==> config.mk <==
export PLATFORM = sky130hd
export DESIGN_NAME = regfile_writeback_queue
export DESIGN_NICKNAME = d
export VERILOG_FILES = /design/src/rtl/cpu24_pkg.sv /design/src/rtl/wbq_fwd_match.sv /design/src/rtl/regfile_writeback_queue.sv
export SDC_FILE = /design/constraint.sdc
export NUM_CORES = 1
export LEC_CHECK = 0
export ABC_CLOCK_PERIOD_IN_PS = 5550
export BUFFER_PORTS_ARGS = -buffer_cell sky130_fd_sc_hd__buf_4
export CORE_UTILIZATION = 33
export DETAILED_ROUTE_END_ITERATION = 10
export SYNTH_ARGS = -nofsm -noshare
export SYNTH_HDL_FRONTEND = slang
export SYNTH_SLANG_ARGS = --single-unit
==> constraint.sdc <==
create_clock -name Clock -period 5.55 [get_ports Clock]
set_clock_uncertainty 0.2 [all_clocks]
set_input_delay 0.555 -clock Clock [delete_from_list [all_inputs] [get_ports Clock]]
set_output_delay 0.555 -clock Clock [all_outputs]
set_load 0.05 [all_outputs]
==> src/rtl/cpu24_pkg.sv <==
// Shared definitions for the 24-bit CPU datapath: register file geometry and
// the writeback request record carried from execute/load to the register file.
package cpu24_pkg;

  localparam int DATA_W   = 24;
  localparam int ADDR_W   = 4;
  localparam int NUM_REGS = 2 ** ADDR_W;

  typedef struct packed {
    logic [ADDR_W-1:0] idx;
    logic [DATA_W-1:0] data;
  } wb_req_t;

endpackage

==> src/rtl/wbq_fwd_match.sv <==
// Youngest-match search over the occupied entries of the writeback queue.
// Slot k is the k-th oldest entry, so the last matching slot is the youngest one.
module wbq_fwd_match
  import cpu24_pkg::*;
#(
  parameter int DEPTH = 4
) (
  input  wb_req_t                    entries [DEPTH],
  input  logic [$clog2(DEPTH)-1:0]   rd_ptr,
  input  logic [$clog2(DEPTH):0]     count,
  input  logic [ADDR_W-1:0]          query,
  output logic                       hit,
  output logic [DATA_W-1:0]          data
);

  localparam int PTR_W = $clog2(DEPTH);
  localparam int CNT_W = PTR_W + 1;

  logic [DEPTH-1:0]  match;
  logic [DATA_W-1:0] cand [DEPTH];

  generate
    for (genvar gi = 0; gi < DEPTH; gi++) begin : g_slot
      logic [PTR_W-1:0] slot;
      assign slot      = rd_ptr + PTR_W'(gi);
      assign match[gi] = (CNT_W'(gi) < count) && (entries[slot].idx == query);
      assign cand[gi]  = entries[slot].data;
    end
  endgenerate

  always_comb begin
    hit  = |match;
    data = '0;
    for (int k = 0; k < DEPTH; k++) begin
      if (match[k]) data = cand[k];
    end
  end

endmodule

==> src/rtl/regfile_writeback_queue.sv <==
// In-order writeback queue in front of the register file write port, with two
// forwarding lookups so readers can see values that have not retired yet.
module regfile_writeback_queue
  import cpu24_pkg::*;
#(
  parameter int DATA_W = cpu24_pkg::DATA_W,
  parameter int ADDR_W = cpu24_pkg::ADDR_W,
  parameter int DEPTH  = 4
) (
  input  logic                     Clock,
  input  logic                     ResetN,
  input  logic                     InValid,
  output logic                     InReady,
  input  logic [ADDR_W-1:0]        InRD,
  input  logic [DATA_W-1:0]        InData,
  input  logic                     WbStall,
  input  logic                     Flush,
  output logic [ADDR_W-1:0]        RD,
  output logic [DATA_W-1:0]        WriteData,
  output logic                     RegWrite,
  input  logic [ADDR_W-1:0]        QueryRS,
  input  logic [ADDR_W-1:0]        QueryRT,
  output logic                     HitRS,
  output logic                     HitRT,
  output logic [DATA_W-1:0]        FwdRS,
  output logic [DATA_W-1:0]        FwdRT,
  output logic [$clog2(DEPTH):0]   Level
);

  localparam int PTR_W = $clog2(DEPTH);
  localparam int CNT_W = PTR_W + 1;

  wb_req_t          mem [DEPTH];
  logic [PTR_W-1:0] wr_ptr_reg;
  logic [PTR_W-1:0] rd_ptr_reg;
  logic [CNT_W-1:0] count_reg;
  logic             alive_reg;
  logic             not_empty;
  logic             push;
  logic             pop;

  // alive_reg keeps InReady low until the first edge after reset release.
  assign not_empty = (count_reg != '0);
  assign InReady   = alive_reg & (count_reg != CNT_W'(DEPTH));
  assign RegWrite  = not_empty & ~WbStall & ~Flush;
  assign push      = InValid & InReady & ~Flush;
  assign pop       = RegWrite;

  assign RD        = not_empty ? mem[rd_ptr_reg].idx  : '0;
  assign WriteData = not_empty ? mem[rd_ptr_reg].data : '0;
  assign Level     = count_reg;

  always_ff @(posedge Clock or negedge ResetN) begin
    if (!ResetN) begin
      wr_ptr_reg <= '0;
      rd_ptr_reg <= '0;
      count_reg  <= '0;
      alive_reg  <= 1'b0;
    end else begin
      alive_reg <= 1'b1;
      if (Flush) begin
        wr_ptr_reg <= '0;
        rd_ptr_reg <= '0;
        count_reg  <= '0;
      end else begin
        if (push) wr_ptr_reg <= wr_ptr_reg + PTR_W'(1);
        if (pop)  rd_ptr_reg <= rd_ptr_reg + PTR_W'(1);
        case ({push, pop})
          2'b10:   count_reg <= count_reg + CNT_W'(1);
          2'b01:   count_reg <= count_reg - CNT_W'(1);
          default: count_reg <= count_reg;
        endcase
      end
    end
  end

  // Entry storage carries no reset; only occupied slots are ever observed.
  always_ff @(posedge Clock) begin
    if (push) mem[wr_ptr_reg] <= '{idx: InRD, data: InData};
  end

  wbq_fwd_match #(.DEPTH(DEPTH)) u_fwd_rs (
    .entries (mem),
    .rd_ptr  (rd_ptr_reg),
    .count   (count_reg),
    .query   (QueryRS),
    .hit     (HitRS),
    .data    (FwdRS)
  );

  wbq_fwd_match #(.DEPTH(DEPTH)) u_fwd_rt (
    .entries (mem),
    .rd_ptr  (rd_ptr_reg),
    .count   (count_reg),
    .query   (QueryRT),
    .hit     (HitRT),
    .data    (FwdRT)
  );

endmodule

==> results of run 1 <==
==> per-stage QoR <==
| step | total power [mW] | instance area [sq um] | utilization | instances |
|---|---|---|---|---|
| after global routing | 5.45 | 10300 | 0.406 | 1253 |
| after global placement | 4.09 | 9700 | 0.382 | 1220 |
| after CTS | 5.24 | 10300 | 0.406 | 1253 |
| final | 5.21 | 10300 | 0.406 | 1254 |
| after detailed placement | 4.11 | 9700 | 0.382 | 1220 |
| after floorplan | 3.36 | 8640 | - | 825 |
==> final cells by class <==
cell class                 count  area, sq um
fill                        2477        15100
multi-input combinational    628         4670
sequential                   120         3570
timing repair buffer         138         1040
clock buffer                  20          437
tap                          330          413
clock inverter                12          156
inverter                       5         18.8
antenna                        1         2.50
==> worst min-delay path by stage <==
stage / startpoint / end
2_1_floorplan: ResetN / Level[0]
3_3_place_gp: ResetN / alive_reg
3_5_place_dp: ResetN / alive_reg
4_1_cts: InRD[3] / mem[27]
5_1_grt: InRD[3] / mem[27]
6_report: InRD[3] / mem[27]
==> power by group <==
part           leakage, nW  internal, mW  switching (mW)  total, mW
Clock                0.287         0.740           0.392       1.13
Combinational         2.04         0.950            2.00       2.95
Sequential            1.11          1.03           0.106       1.13
Total                 3.44          2.72            2.50       5.21
==> cell usage in the layout, fill, tap and decap left out, types with 15 or more instances in the layout <==
master,synthesis,final
sky130_fd_sc_hd__buf_4,10,137
sky130_fd_sc_hd__edfxtp_1,112,112
sky130_fd_sc_hd__nor2_1,82,81
sky130_fd_sc_hd__a21oi_1,73,73
sky130_fd_sc_hd__nand2_1,55,55
sky130_fd_sc_hd__nor2b_1,53,52
sky130_fd_sc_hd__mux2i_1,52,52
sky130_fd_sc_hd__a221oi_1,33,33
sky130_fd_sc_hd__xnor2_1,30,30
sky130_fd_sc_hd__nand3_1,28,28
sky130_fd_sc_hd__and2_1,27,27
sky130_fd_sc_hd__o21ai_0,25,25
sky130_fd_sc_hd__mux2_2,23,23
sky130_fd_sc_hd__o31a_1,22,22
sky130_fd_sc_hd__nor3_1,21,21
sky130_fd_sc_hd__a211oi_2,20,20
sky130_fd_sc_hd__clkbuf_16,0,17
sky130_fd_sc_hd__a221oi_2,15,15
==> logic make-up (layout without fill, tap and decap cells) <==
logic type,count (synthesis),after routing,share of synthesized area
and+or+nand+nor,282,282,0.161
AOI/OAI and AO/OA,207,207,0.187
DFF,120,120,0.412
muxes,93,93,0.139
buffers and inverters,77,175,0.0492
xor gates and xnor gates,36,36,0.0374
adders and majority gates,9,9,0.0127
other,1,2,0.000434
==> per-layer routing <==
layer  GRT usage  vias to the layer above
li1            -                     3280
met1       0.243                     3360
met2       0.285                      236
met3      0.0437                       35
met4      0.0652                        2
met5           0                        -
==> what timing repair did <==
action | 4_1_cts | 5_1_grt
hold endpoints to repair | 8 | 0
endpoints found under the setup margin | 0 | 0
hold buffers | 1 | 0
resized for setup | 0 | 0
==> Flow_metrics.wiki, run 1 <==
{| class="wikitable"
! Metric !! Value
|-
| Run status || complete, no violations
|-
| Commonest cells in the netlist || 112 x sky130_fd_sc_hd__edfxtp_1, 82 x sky130_fd_sc_hd__nor2_1, 73 x sky130_fd_sc_hd__a21oi_1
|-
| Clock Tree Root || sky130_fd_sc_hd__clkbuf_16
|-
| Average cell area after synthesis || 10.5 sq um
|-
| R2R cell count || 7
|-
| Category of the most critical setup path || register to primary output
|-
| Most frequent cell on the critical path || sky130_fd_sc_hd__buf_4
|-
| Area share of the largest cell type after synthesis || 0.389
|-
| Total Neg Setup Slack || 0 ns
|-
| Summed instance area of the synthesized netlist || 0.00864 sq mm
|-
| Met1 wire length || 11.1 mm
|-
| Detailed Routing Iterations Pass 1 || 5
|-
| # clock sinks || 120
|-
| Largest net degree at the start of global routing || 94
|-
| Worst hold path depth || 1
|-
| Destination of the critical timing path || FwdRS[2]
|-
| Synthesized net count || 874
|-
| Worst-case hold slack || 0.128 ns
|-
| Critical path arrival || 4.27 ns
|-
| Max-Slew Margin vs Limit || 0.178
|-
| Total overflow reported by the global router || 0
|-
| Top post-synthesis cells by area || sky130_fd_sc_hd__edfxtp_1 39%, sky130_fd_sc_hd__mux2i_1 6.0%, sky130_fd_sc_hd__a21oi_1 4.2%, sky130_fd_sc_hd__nor2b_1 3.8%, sky130_fd_sc_hd__nor2_1 3.6%
|-
| First-pass GRT wire length || 36.5 mm
|-
| Capturing element type of the critical path || primary output
|-
| Clock-pin slew reported for the worst setup and hold paths after clock tree synthesis || 0.06 ns
|-
| Standard cell with the maximum stage delay on the critical path || sky130_fd_sc_hd__dfrtp_4
|-
| Buffer depth of the longest clock path || 2
|-
| Maximum ir drop on the vdd rail || 369 uV
|-
| Final slew viol count || 0
|-
| Buffer and inverter count on the worst path || 2
|-
| CTS Buf Count || 17
|-
| Die area || 0.0268 sq mm
|-
| Synthesized flop and latch total || 120
|-
| Mapped Cells || 825
|-
| Register with the most flip-flops || mem
|-
| Clock latency reported for the late side of the worst-skew pair || 0.43 ns
|-
| CTS HTree Levels || 4
|-
| Routed wire length || 24.2 mm
|-
| Time the worst path needs with I/O delays and setup || 5.03 ns
|-
| Most numerous cell in the Yosys netlist || sky130_fd_sc_hd__edfxtp_1
|-
| Classification of the worst-slack hold path || input pin to register
|-
| Number of DRC violations after detailed-routing iteration 0 || 528
|-
| Pre-CTS setup slack || 1.04 ns
|-
| Number of vias in the routed layout || 6,913
|-
| Via count of the first global-routing pass || 6,420
|-
| Async S/R FF share, synth || 0.0667
|-
| Clock tree from TritonCTS || yes
|-
| Max Fanout on Critical Path || 76
|-
| Startpoint Class || register
|-
| Post-detailed-placement half-perimeter wirelength || 16.3 mm
|-
| Warning count from the yosys run || 0
|-
| Number of nets in the final layout || 959
|-
| Post-CTS repair timing setup buffer count || 0
|-
| Power Density || 506 mW/mm^2
|-
| I/O pin cnt || 124
|-
| Die width || 164 um
|-
| Main flop type after synthesis || sky130_fd_sc_hd__edfxtp_1
|-
| Family with the most delay on the worst path || compound AO/OA/AOI/OAI gates
|-
| Final setup fails || 0
|-
| WP depth || 8
|-
| Final worst-path cycle share || 0.906
|-
| Number of buffers inserted by port buffering || 123
|-
| DRC violation count after routing || 0
|-
| Final RePlAce weighted congestion || 0.782
|-
| EDFF count, synth || 112
|-
| Ordered cell list for the critical path || mux4_2 > mux2i_1 > nand4_1 > buf_4 > o21ai_2 > a221oi_1 > a211oi_1 > buf_4
|-
| Top cell type by total area after synthesis || sky130_fd_sc_hd__edfxtp_1
|-
| Met3 layer wire length in the routed design || 1.47 mm
|-
| Layout-stage area growth over the synthesis result || 19.3%
|-
| Total length of routed met2 wires || 11.2 mm
|-
| Setup repair after global routing missed its margin || false
|-
| Flop2flop setup slack || 2.25 ns
|-
| Per-cell via count in the routed design || 5.51
|-
| Share of post-route cells with drive strength above 1 || 0.270
|-
| Highest layer used for signal routing || met5
|-
| Start point of the critical path || rd_ptr_reg[1]
|-
| Required time worst endpoint || 4.80 ns
|-
| Row count || 58
|-
| Die span in y || 164 um
|-
| Flip-flop count of the largest register after layout || 112
|-
| Worst stage delay on the critical path || 1.06 ns
|-
| Antenna-violating nets left || 0
|-
| Total GRT Usage || 0.182
|-
| Capture instance of the worst register-to-register path || mem[13]
|-
| Leak pwr || 3.44 nW
|-
| Wire length per cell || 19.3 um
|-
| Initial antenna violation count || 2
|-
| Source of the worst register-to-register timing path || Level[0]
|-
| Distinct cell type count after synthesis || 56
|-
| Sequential fraction of the synthesis area || 0.412
|-
| Hold violation total from the final report || 0
|-
| Highest clock frequency the design can meet || 199 MHz
|-
| # Max-Cap Violations || 0
|-
| Initial Util || 0.340
|-
| Area inside the core boundary || 0.0254 sq mm
|-
| Least setup slack across all paths after layout || 0.521 ns
|-
| Transition time of the tightest slew-check pin || 1.23 ns
|}
(Power assumes the default switching activity.)
==> run 2, diff against run 1 <==
--- a/config.mk
+++ b/config.mk
@@ -7,8 +7,9 @@
 export LEC_CHECK = 0
 export ABC_CLOCK_PERIOD_IN_PS = 5550
 export BUFFER_PORTS_ARGS = -buffer_cell sky130_fd_sc_hd__buf_4
-export CORE_UTILIZATION = 33
+export CORE_UTILIZATION = 63
 export DETAILED_ROUTE_END_ITERATION = 10
+export PLACE_DENSITY = 0.87
 export SYNTH_ARGS = -nofsm -noshare
 export SYNTH_HDL_FRONTEND = slang
 export SYNTH_SLANG_ARGS = --single-unit
==> run 2 against run 1 <==
Core utilization grew 35 points; sequential cell count unchanged; sequential power is essentially flat; sequential share of layout area grew 0.76 points; routed wire length decreased by 1.9%; cell count is 12% lower; via count up 8.4%; clock power shrank 6%; critical endpoint is now FwdRS[1].
==> Flow_metrics.wiki, run 2 (same netlist as run 1, synthesis figures left out) <==
{| class="wikitable"
! Metric !! Value
|-
| Maximum ir drop on the vdd rail || 519 uV (was 369 uV)
|-
| CTS Buf Count || 17 (unchanged)
|-
| Max Fanout on Critical Path || 43 (was 76)
|-
| First-pass GRT wire length || 36.7 mm (was 36.5 mm)
|-
| Critical path arrival || 4.00 ns (was 4.27 ns)
|-
| Final setup fails || 0 (unchanged)
|-
| Number of DRC violations after detailed-routing iteration 0 || 831 (was 528)
|-
| I/O pin cnt || 124 (unchanged)
|-
| Per-cell via count in the routed design || 6.83 (was 5.51)
|-
| Antenna-violating nets left || 0 (unchanged)
|-
| Post-CTS repair timing setup buffer count || 0 (unchanged)
|-
| DRC violation count after routing || 0 (unchanged)
|-
| Commonest cells after routing, fill and taps aside || 138 x sky130_fd_sc_hd__buf_4, 112 x sky130_fd_sc_hd__edfxtp_1, 81 x sky130_fd_sc_hd__nor2_1 (was 137 x sky130_fd_sc_hd__buf_4, 112 x sky130_fd_sc_hd__edfxtp_1, 81 x sky130_fd_sc_hd__nor2_1)
|-
| Layout-stage area growth over the synthesis result || 16.7% (was 19.3%)
|-
| Initial Util || 0.650 (was 0.340)
|-
| Register with the most flip-flops || mem (unchanged)
|-
| Highest clock frequency the design can meet || 210 MHz (was 199 MHz)
|-
| Number of gates resized after cts || 0 (unchanged)
|-
| # Max-Cap Violations || 0 (unchanged)
|-
| Post-detailed-placement half-perimeter wirelength || 15.2 mm (was 16.3 mm)
|-
| CTS HTree Levels || 4 (unchanged)
|-
| Transition time of the tightest slew-check pin || 1.38 ns (was 1.23 ns)
|-
| Power Density || 512 mW/mm^2 (was 506 mW/mm^2)
|-
| Capturing element type of the critical path || primary output (unchanged)
|-
| Clock tree from TritonCTS || yes (unchanged)
|-
| Die span in y || 119 um (was 164 um)
|-
| Hold violation total from the final report || 0 (unchanged)
|-
| Flop2flop setup slack || 1.82 ns (was 2.25 ns)
|-
| Clock-pin slew reported for the worst setup and hold paths after clock tree synthesis || 0.05 ns (was 0.06 ns)
|-
| Setup repair after global routing missed its margin || false (unchanged)
|-
| Number of nets in the final layout || 960 (was 959)
|-
| Required time worst endpoint || 4.80 ns (about the same)
|-
| Buffer depth of the longest clock path || 2 (unchanged)
|-
| Final standard cell utilization of the core || 0.758 (was 0.406)
|-
| Fill count || 874 (was 2,477)
|-
| Final RePlAce weighted congestion || 0.836 (was 0.782)
|-
| Routed wire length || 23.7 mm (was 24.2 mm)
|-
| Total overflow reported by the global router || 0 (unchanged)
|-
| Category of the most critical setup path || register to primary output (unchanged)
|-
| # clock sinks || 120 (unchanged)
|-
| Classification of the worst-slack hold path || input pin to register (unchanged)
|-
| Startpoint Class || register (unchanged)
|-
| Die width || 119 um (was 164 um)
|-
| Flip-flop count of the largest register after layout || 112 (unchanged)
|-
| Initial antenna violation count || 0 (was 2)
|-
| Clock Tree Root || sky130_fd_sc_hd__clkbuf_16 (unchanged)
|-
| Time the worst path needs with I/O delays and setup || 4.76 ns (was 5.03 ns)
|-
| Die area || 0.0142 sq mm (was 0.0268 sq mm)
|-
| Number of buffers inserted by port buffering || 123 (unchanged)
|-
| Clock latency reported for the late side of the worst-skew pair || 0.42 ns (was 0.43 ns)
|-
| Antenna Diode Count || 0 (was 1)
|-
| Wire length per cell || 21.6 um (was 19.3 um)
|-
| Number of hold-repair buffers added at the cts stage || 1 (unchanged)
|-
| Total Neg Setup Slack || 0 ns (unchanged)
|-
| Via count of the first global-routing pass || 7,468 (was 6,420)
|-
| Leak pwr || 3.42 nW (was 3.44 nW)
|-
| Max-Slew Margin vs Limit || 0.0786 (was 0.178)
|-
| Commonest non-fill, non-tap cell in the layout || sky130_fd_sc_hd__buf_4 (unchanged)
|-
| Total GRT Usage || 0.337 (was 0.182)
|-
| Final slew viol count || 0 (unchanged)
|-
| Row count || 42 (was 58)
|-
| Number of vias in the routed layout || 7,495 (was 6,913)
|-
| Run status || complete, no violations (unchanged)
|-
| Share of post-route cells with drive strength above 1 || 0.274 (was 0.270)
|-
| Final worst-path cycle share || 0.857 (was 0.906)
|-
| Detailed Routing Iterations Pass 1 || 8 (was 5)
|-
| Area inside the core boundary || 0.0133 sq mm (was 0.0254 sq mm)
|-
| Largest net degree at the start of global routing || 100 (was 94)
|}
[run 2: area by class of cell]
class,instances,area (sq um),share of cell area
Inverter,5,18.8,0.00186
Tap cell,176,220,0.0218
Sequential cell,120,3570,0.354
Timing Repair Buffer,139,1050,0.104
Multi-Input combinational cell,628,4660,0.462
Clock buffer,19,433,0.0429
Clock inverter,11,133,0.0132
[run 2: power breakdown]
| group | internal [mW] | total, mW | switching (mW) |
|---|---|---|---|
| sequential | 1.03 | 1.11 | 0.0850 |
| clock | 0.691 | 1.06 | 0.373 |
| combinational | 0.953 | 2.98 | 2.03 |
| total | 2.67 | 5.16 | 2.49 |
[run 2: final timing paths]
| kind | cells after the start | from | to |
|---|---|---|---|
| max | 8 | rd_ptr_reg[1] | FwdRS[1] |
| min | 1 | InRD[3] | mem[27] |
| min reg2reg | 2 | wr_ptr_reg[1] | wr_ptr_reg[1] |
| min in group asynchronous | 2 | ResetN | wr_ptr_reg[0] |
| max in group asynchronous | 2 | ResetN | rd_ptr_reg[1] |
| max reg2reg | 7 | Level[1] | mem[70] |
[run 2: per-layer routing]
metal  share of wire  vias up  GRT usage
met5               0        -          0
met4           0.044        0      0.196
met3            0.10      136     0.0790
met2            0.49      518      0.557
met1            0.37     3562      0.401
li1                -     3279          -
[run 2: worst max-delay path, cell delays in order, from the launching register on]
cell and delay [ns]:
sky130_fd_sc_hd__dfrtp_4 0.77, sky130_fd_sc_hd__mux4_2 0.62, sky130_fd_sc_hd__mux2i_1 0.27, sky130_fd_sc_hd__nand4_1 0.14, sky130_fd_sc_hd__buf_4 0.28, sky130_fd_sc_hd__o21ai_2 0.56
sky130_fd_sc_hd__a221oi_1 0.16, sky130_fd_sc_hd__a211oi_1 0.47, sky130_fd_sc_hd__buf_4 0.28
[run 2: metrics by stage]
step / setup WS [ns] / cells / total power, mW / hold WS (ns) / cell area, sq um
after global placement: 1.54 / 1067 / 3.97 / 0.179 / 9510
after detailed placement: 1.43 / 1067 / 4.05 / 0.181 / 9510
after global routing: 0.618 / 1098 / 5.35 / 0.122 / 10100
final: 0.793 / 1098 / 5.16 / 0.133 / 10100
after floorplan: 1.16 / 825 / 3.36 / 0.0594 / 8640
after CTS: 0.893 / 1098 / 5.12 / 0.119 / 10100
==> run 3, diff against run 2 <==
--- a/config.mk
+++ b/config.mk
@@ -6,10 +6,10 @@
 export NUM_CORES = 1
 export LEC_CHECK = 0
 export ABC_CLOCK_PERIOD_IN_PS = 5550
-export BUFFER_PORTS_ARGS = -buffer_cell sky130_fd_sc_hd__buf_4
-export CORE_UTILIZATION = 63
+export CORE_UTILIZATION = 65
 export DETAILED_ROUTE_END_ITERATION = 10
-export PLACE_DENSITY = 0.87
+export DONT_BUFFER_PORTS = 1
+export PLACE_DENSITY = 0.81
 export SYNTH_ARGS = -nofsm -noshare
 export SYNTH_HDL_FRONTEND = slang
 export SYNTH_SLANG_ARGS = --single-unit
==> run 3 against run 2 <==
Non-clock buffer count shrank 74; combinational power shrank 9.7%; clock power shrank 7%; sequential share of layout area grew 2.1 points; critical path type unchanged; core utilization shrank 1.3 points; register-to-register slack gained 0.19 ns; highest routed layer unchanged; cell count shrank 6.9%; sequential cell count is the same; total power shrank 6.2%.
==> Flow_metrics.wiki, run 3 (same netlist as run 1, synthesis figures left out) <==
{| class="wikitable"
! Metric !! Value
|-
| Run status || complete, no violations (unchanged)
|-
| Share of post-route cells with drive strength above 1 || 0.219 (was 0.274)
|-
| Sequential Power Share || 0.240 (was 0.216)
|-
| CTS Buf Count || 17 (unchanged)
|-
| # Max-Cap Violations || 0 (unchanged)
|-
| Initial antenna violation count || 0 (unchanged)
|-
| Highest clock frequency the design can meet || 207 MHz (was 210 MHz)
|-
| Flip-flop count of the largest register after layout || 112 (unchanged)
|-
| Category of the most critical setup path || register to primary output (unchanged)
|-
| Number of buffers inserted by port buffering || 0 (was 123)
|-
| Die area || 0.0138 sq mm (was 0.0142 sq mm)
|-
| Destination of the critical timing path || FwdRS[2] (was FwdRS[1])
|-
| Total overflow reported by the global router || 0 (unchanged)
|-
| Per-cell via count in the routed design || 7.09 (was 6.83)
|-
| Max Fanout on Critical Path || 24 (was 43)
|-
| Max-Slew Margin vs Limit || 0.118 (was 0.0786)
|-
| Antenna Diode Count || 0 (unchanged)
|-
| Final slew viol count || 0 (unchanged)
|-
| Start point of the critical path || Level[1] (was rd_ptr_reg[1])
|-
| Critical path arrival || 4.09 ns (was 4.00 ns)
|-
| Total Neg Setup Slack || 0 ns (unchanged)
|-
| Hold violation total from the final report || 0 (unchanged)
|-
| Power Density || 509 mW/mm^2 (was 512 mW/mm^2)
|-
| Flop2flop setup slack || 2.01 ns (was 1.82 ns)
|-
| Die span in y || 117 um (was 119 um)
|-
| Clock share of power || 0.205 (was 0.206)
|-
| Leak pwr || 3.06 nW (was 3.42 nW)
|-
| Least setup slack across all paths after layout || 0.708 ns (was 0.793 ns)
|-
| Capturing element type of the critical path || primary output (unchanged)
|-
| Highest layer used for signal routing || met4 (unchanged)
|-
| Die width || 117 um (was 119 um)
|-
| First-pass GRT wire length || 35.5 mm (was 36.7 mm)
|-
| Wire length per cell || 23.0 um (was 21.6 um)
|-
| Classification of the worst-slack hold path || input pin to register (unchanged)
|-
| Commonest non-fill, non-tap cell in the layout || sky130_fd_sc_hd__edfxtp_1 (was sky130_fd_sc_hd__buf_4)
|-
| Buffer depth of the longest clock path || 2 (unchanged)
|-
| Number of nets in the final layout || 886 (was 960)
|-
| Required time worst endpoint || 4.80 ns (about the same)
|-
| Number of gates resized after cts || 0 (unchanged)
|-
| Number of DRC violations after detailed-routing iteration 0 || 877 (was 831)
|-
| Capture instance of the worst register-to-register path || mem[99] (was mem[70])
|-
| # clock sinks || 120 (unchanged)
|-
| Switching power summed over all nets || 2.47 mW (was 2.49 mW)
|-
| Clock tree from TritonCTS || yes (unchanged)
|-
| CTS HTree Levels || 4 (unchanged)
|-
| Clock-pin slew reported for the worst setup and hold paths after clock tree synthesis || 0.06 ns (was 0.05 ns)
|-
| Detailed Routing Iterations Pass 1 || 6 (was 8)
|-
| Area inside the core boundary || 0.0128 sq mm (was 0.0133 sq mm)
|-
| Internal portion of total power || 2.37 mW (was 2.67 mW)
|-
| Final setup fails || 0 (unchanged)
|-
| Final worst-path cycle share || 0.872 (was 0.857)
|-
| Combinational fraction of design power || 0.556 (was 0.578)
|-
| Row count || 41 (was 42)
|-
| Setup repair after global routing missed its margin || false (unchanged)
|-
| Clock Tree Root || sky130_fd_sc_hd__clkbuf_16 (unchanged)
|-
| Via count of the first global-routing pass || 6,986 (was 7,468)
|-
| Antenna-violating nets left || 0 (unchanged)
|-
| Startpoint Class || register (unchanged)
|-
| R2R cell count || 8 (was 7)
|-
| Source of the worst register-to-register timing path || Level[0] (was Level[1])
|-
| Routed wire length || 23.5 mm (was 23.7 mm)
|-
| Total GRT Usage || 0.348 (was 0.337)
|-
| Layout-stage area growth over the synthesis result || 10.2% (was 16.7%)
|-
| Post-detailed-placement half-perimeter wirelength || 15.2 mm (about the same)
|-
| Number of vias in the routed layout || 7,241 (was 7,495)
|-
| Final RePlAce weighted congestion || 0.894 (was 0.836)
|-
| Time the worst path needs with I/O delays and setup || 4.84 ns (was 4.76 ns)
|-
| Initial Util || 0.676 (was 0.650)
|-
| Commonest cells after routing, fill and taps aside || 112 x sky130_fd_sc_hd__edfxtp_1, 81 x sky130_fd_sc_hd__nor2_1, 73 x sky130_fd_sc_hd__a21oi_1 (was 138 x sky130_fd_sc_hd__buf_4, 112 x sky130_fd_sc_hd__edfxtp_1, 81 x sky130_fd_sc_hd__nor2_1)
|-
| Met3 layer wire length in the routed design || 2.61 mm (was 2.44 mm)
|-
| Total length of routed met2 wires || 11.5 mm (about the same)
|-
| Clock latency reported for the late side of the worst-skew pair || 0.42 ns (about the same)
|-
| Pre-CTS setup slack || 1.32 ns (was 1.43 ns)
|-
| Met1 wire length || 8.31 mm (was 8.73 mm)
|-
| Transition time of the tightest slew-check pin || 1.32 ns (was 1.38 ns)
|-
| Register with the most flip-flops || mem (unchanged)
|-
| Maximum ir drop on the vdd rail || 378 uV (was 519 uV)
|-
| Fill count || 843 (was 874)
|-
| DRC violation count after routing || 0 (unchanged)
|-
| Switching share of power || 0.510 (was 0.482)
|-
| Largest net degree at the start of global routing || 103 (was 100)
|-
| I/O pin cnt || 124 (unchanged)
|}
-- run 3: what timing repair did --
action | CTS | global route
endpoints found under the hold margin | 15 | 0
setup buffers | 0 | 0
hold buffers | 2 | 0
-- run 3: critical path, cell delays in order (launching register included) --
cell and delay [ns]:
sky130_fd_sc_hd__dfrtp_1 0.79, sky130_fd_sc_hd__inv_1 0.22, sky130_fd_sc_hd__ha_1 0.26, sky130_fd_sc_hd__o21ba_2 0.27, sky130_fd_sc_hd__nor2_1 0.06, sky130_fd_sc_hd__nor2_2 0.25
sky130_fd_sc_hd__and2_1 0.96, sky130_fd_sc_hd__a221oi_1 0.25, sky130_fd_sc_hd__a211oi_2 0.35, sky130_fd_sc_hd__buf_4 0.26
-- run 3: per-layer routing --
| layer | vias up | GRT usage |
|---|---|---|
| met5 | - | 0 |
| met4 | 0 | 0.208 |
| met3 | 125 | 0.0896 |
| met2 | 529 | 0.586 |
| met1 | 3452 | 0.400 |
| li1 | 3135 | - |
-- run 3: worst min path at each step --
stage | endpoint | start | depth (start not counted)
6_report | mem[97] | InData[13] | 0
5_1_grt | mem[102] | InData[18] | 0
4_1_cts | mem[68] | InData[12] | 0
3_5_place_dp | wr_ptr_reg[0] | ResetN | 0
3_3_place_gp | wr_ptr_reg[0] | ResetN | 0
2_1_floorplan | Level[0] | ResetN | 0
-- run 3: metrics by stage --
step | instance area, sq um | cells | util | hold slack, ns | power [mW]
CTS | 9520 | 1022 | 0.745 | 0.0155 | 4.80
global placement | 8970 | 988 | 0.702 | 0.0597 | 3.71
finish | 9520 | 1022 | 0.745 | 0.0252 | 4.84
detailed placement | 8970 | 988 | 0.702 | 0.0597 | 3.80
global route | 9520 | 1022 | 0.745 | 0.0164 | 5.02
floorplan | 8640 | 825 | - | 0.0594 | 3.36
-- run 3: layout make-up --
type | instances | area, sq um | area share
tap | 172 | 215 | 0.0226
clock buffer | 21 | 462 | 0.0485
multi-input combinational | 628 | 4690 | 0.493
sequential | 120 | 3570 | 0.375
timing repair buffer | 65 | 493 | 0.0518
inverter | 5 | 18.8 | 0.00197
clock inverter | 11 | 71.3 | 0.00749
-- run 3: power by group through the flow --
stage | logic, mW | registers [mW] | clock network [mW]
2_1_floorplan | 2.26 | 1.10 | 0
3_3_place_gp | 2.55 | 1.17 | 0
3_5_place_dp | 2.63 | 1.17 | 0
4_1_cts | 2.64 | 1.16 | 0.993
5_1_grt | 2.82 | 1.17 | 1.03
6_report | 2.69 | 1.16 | 0.990
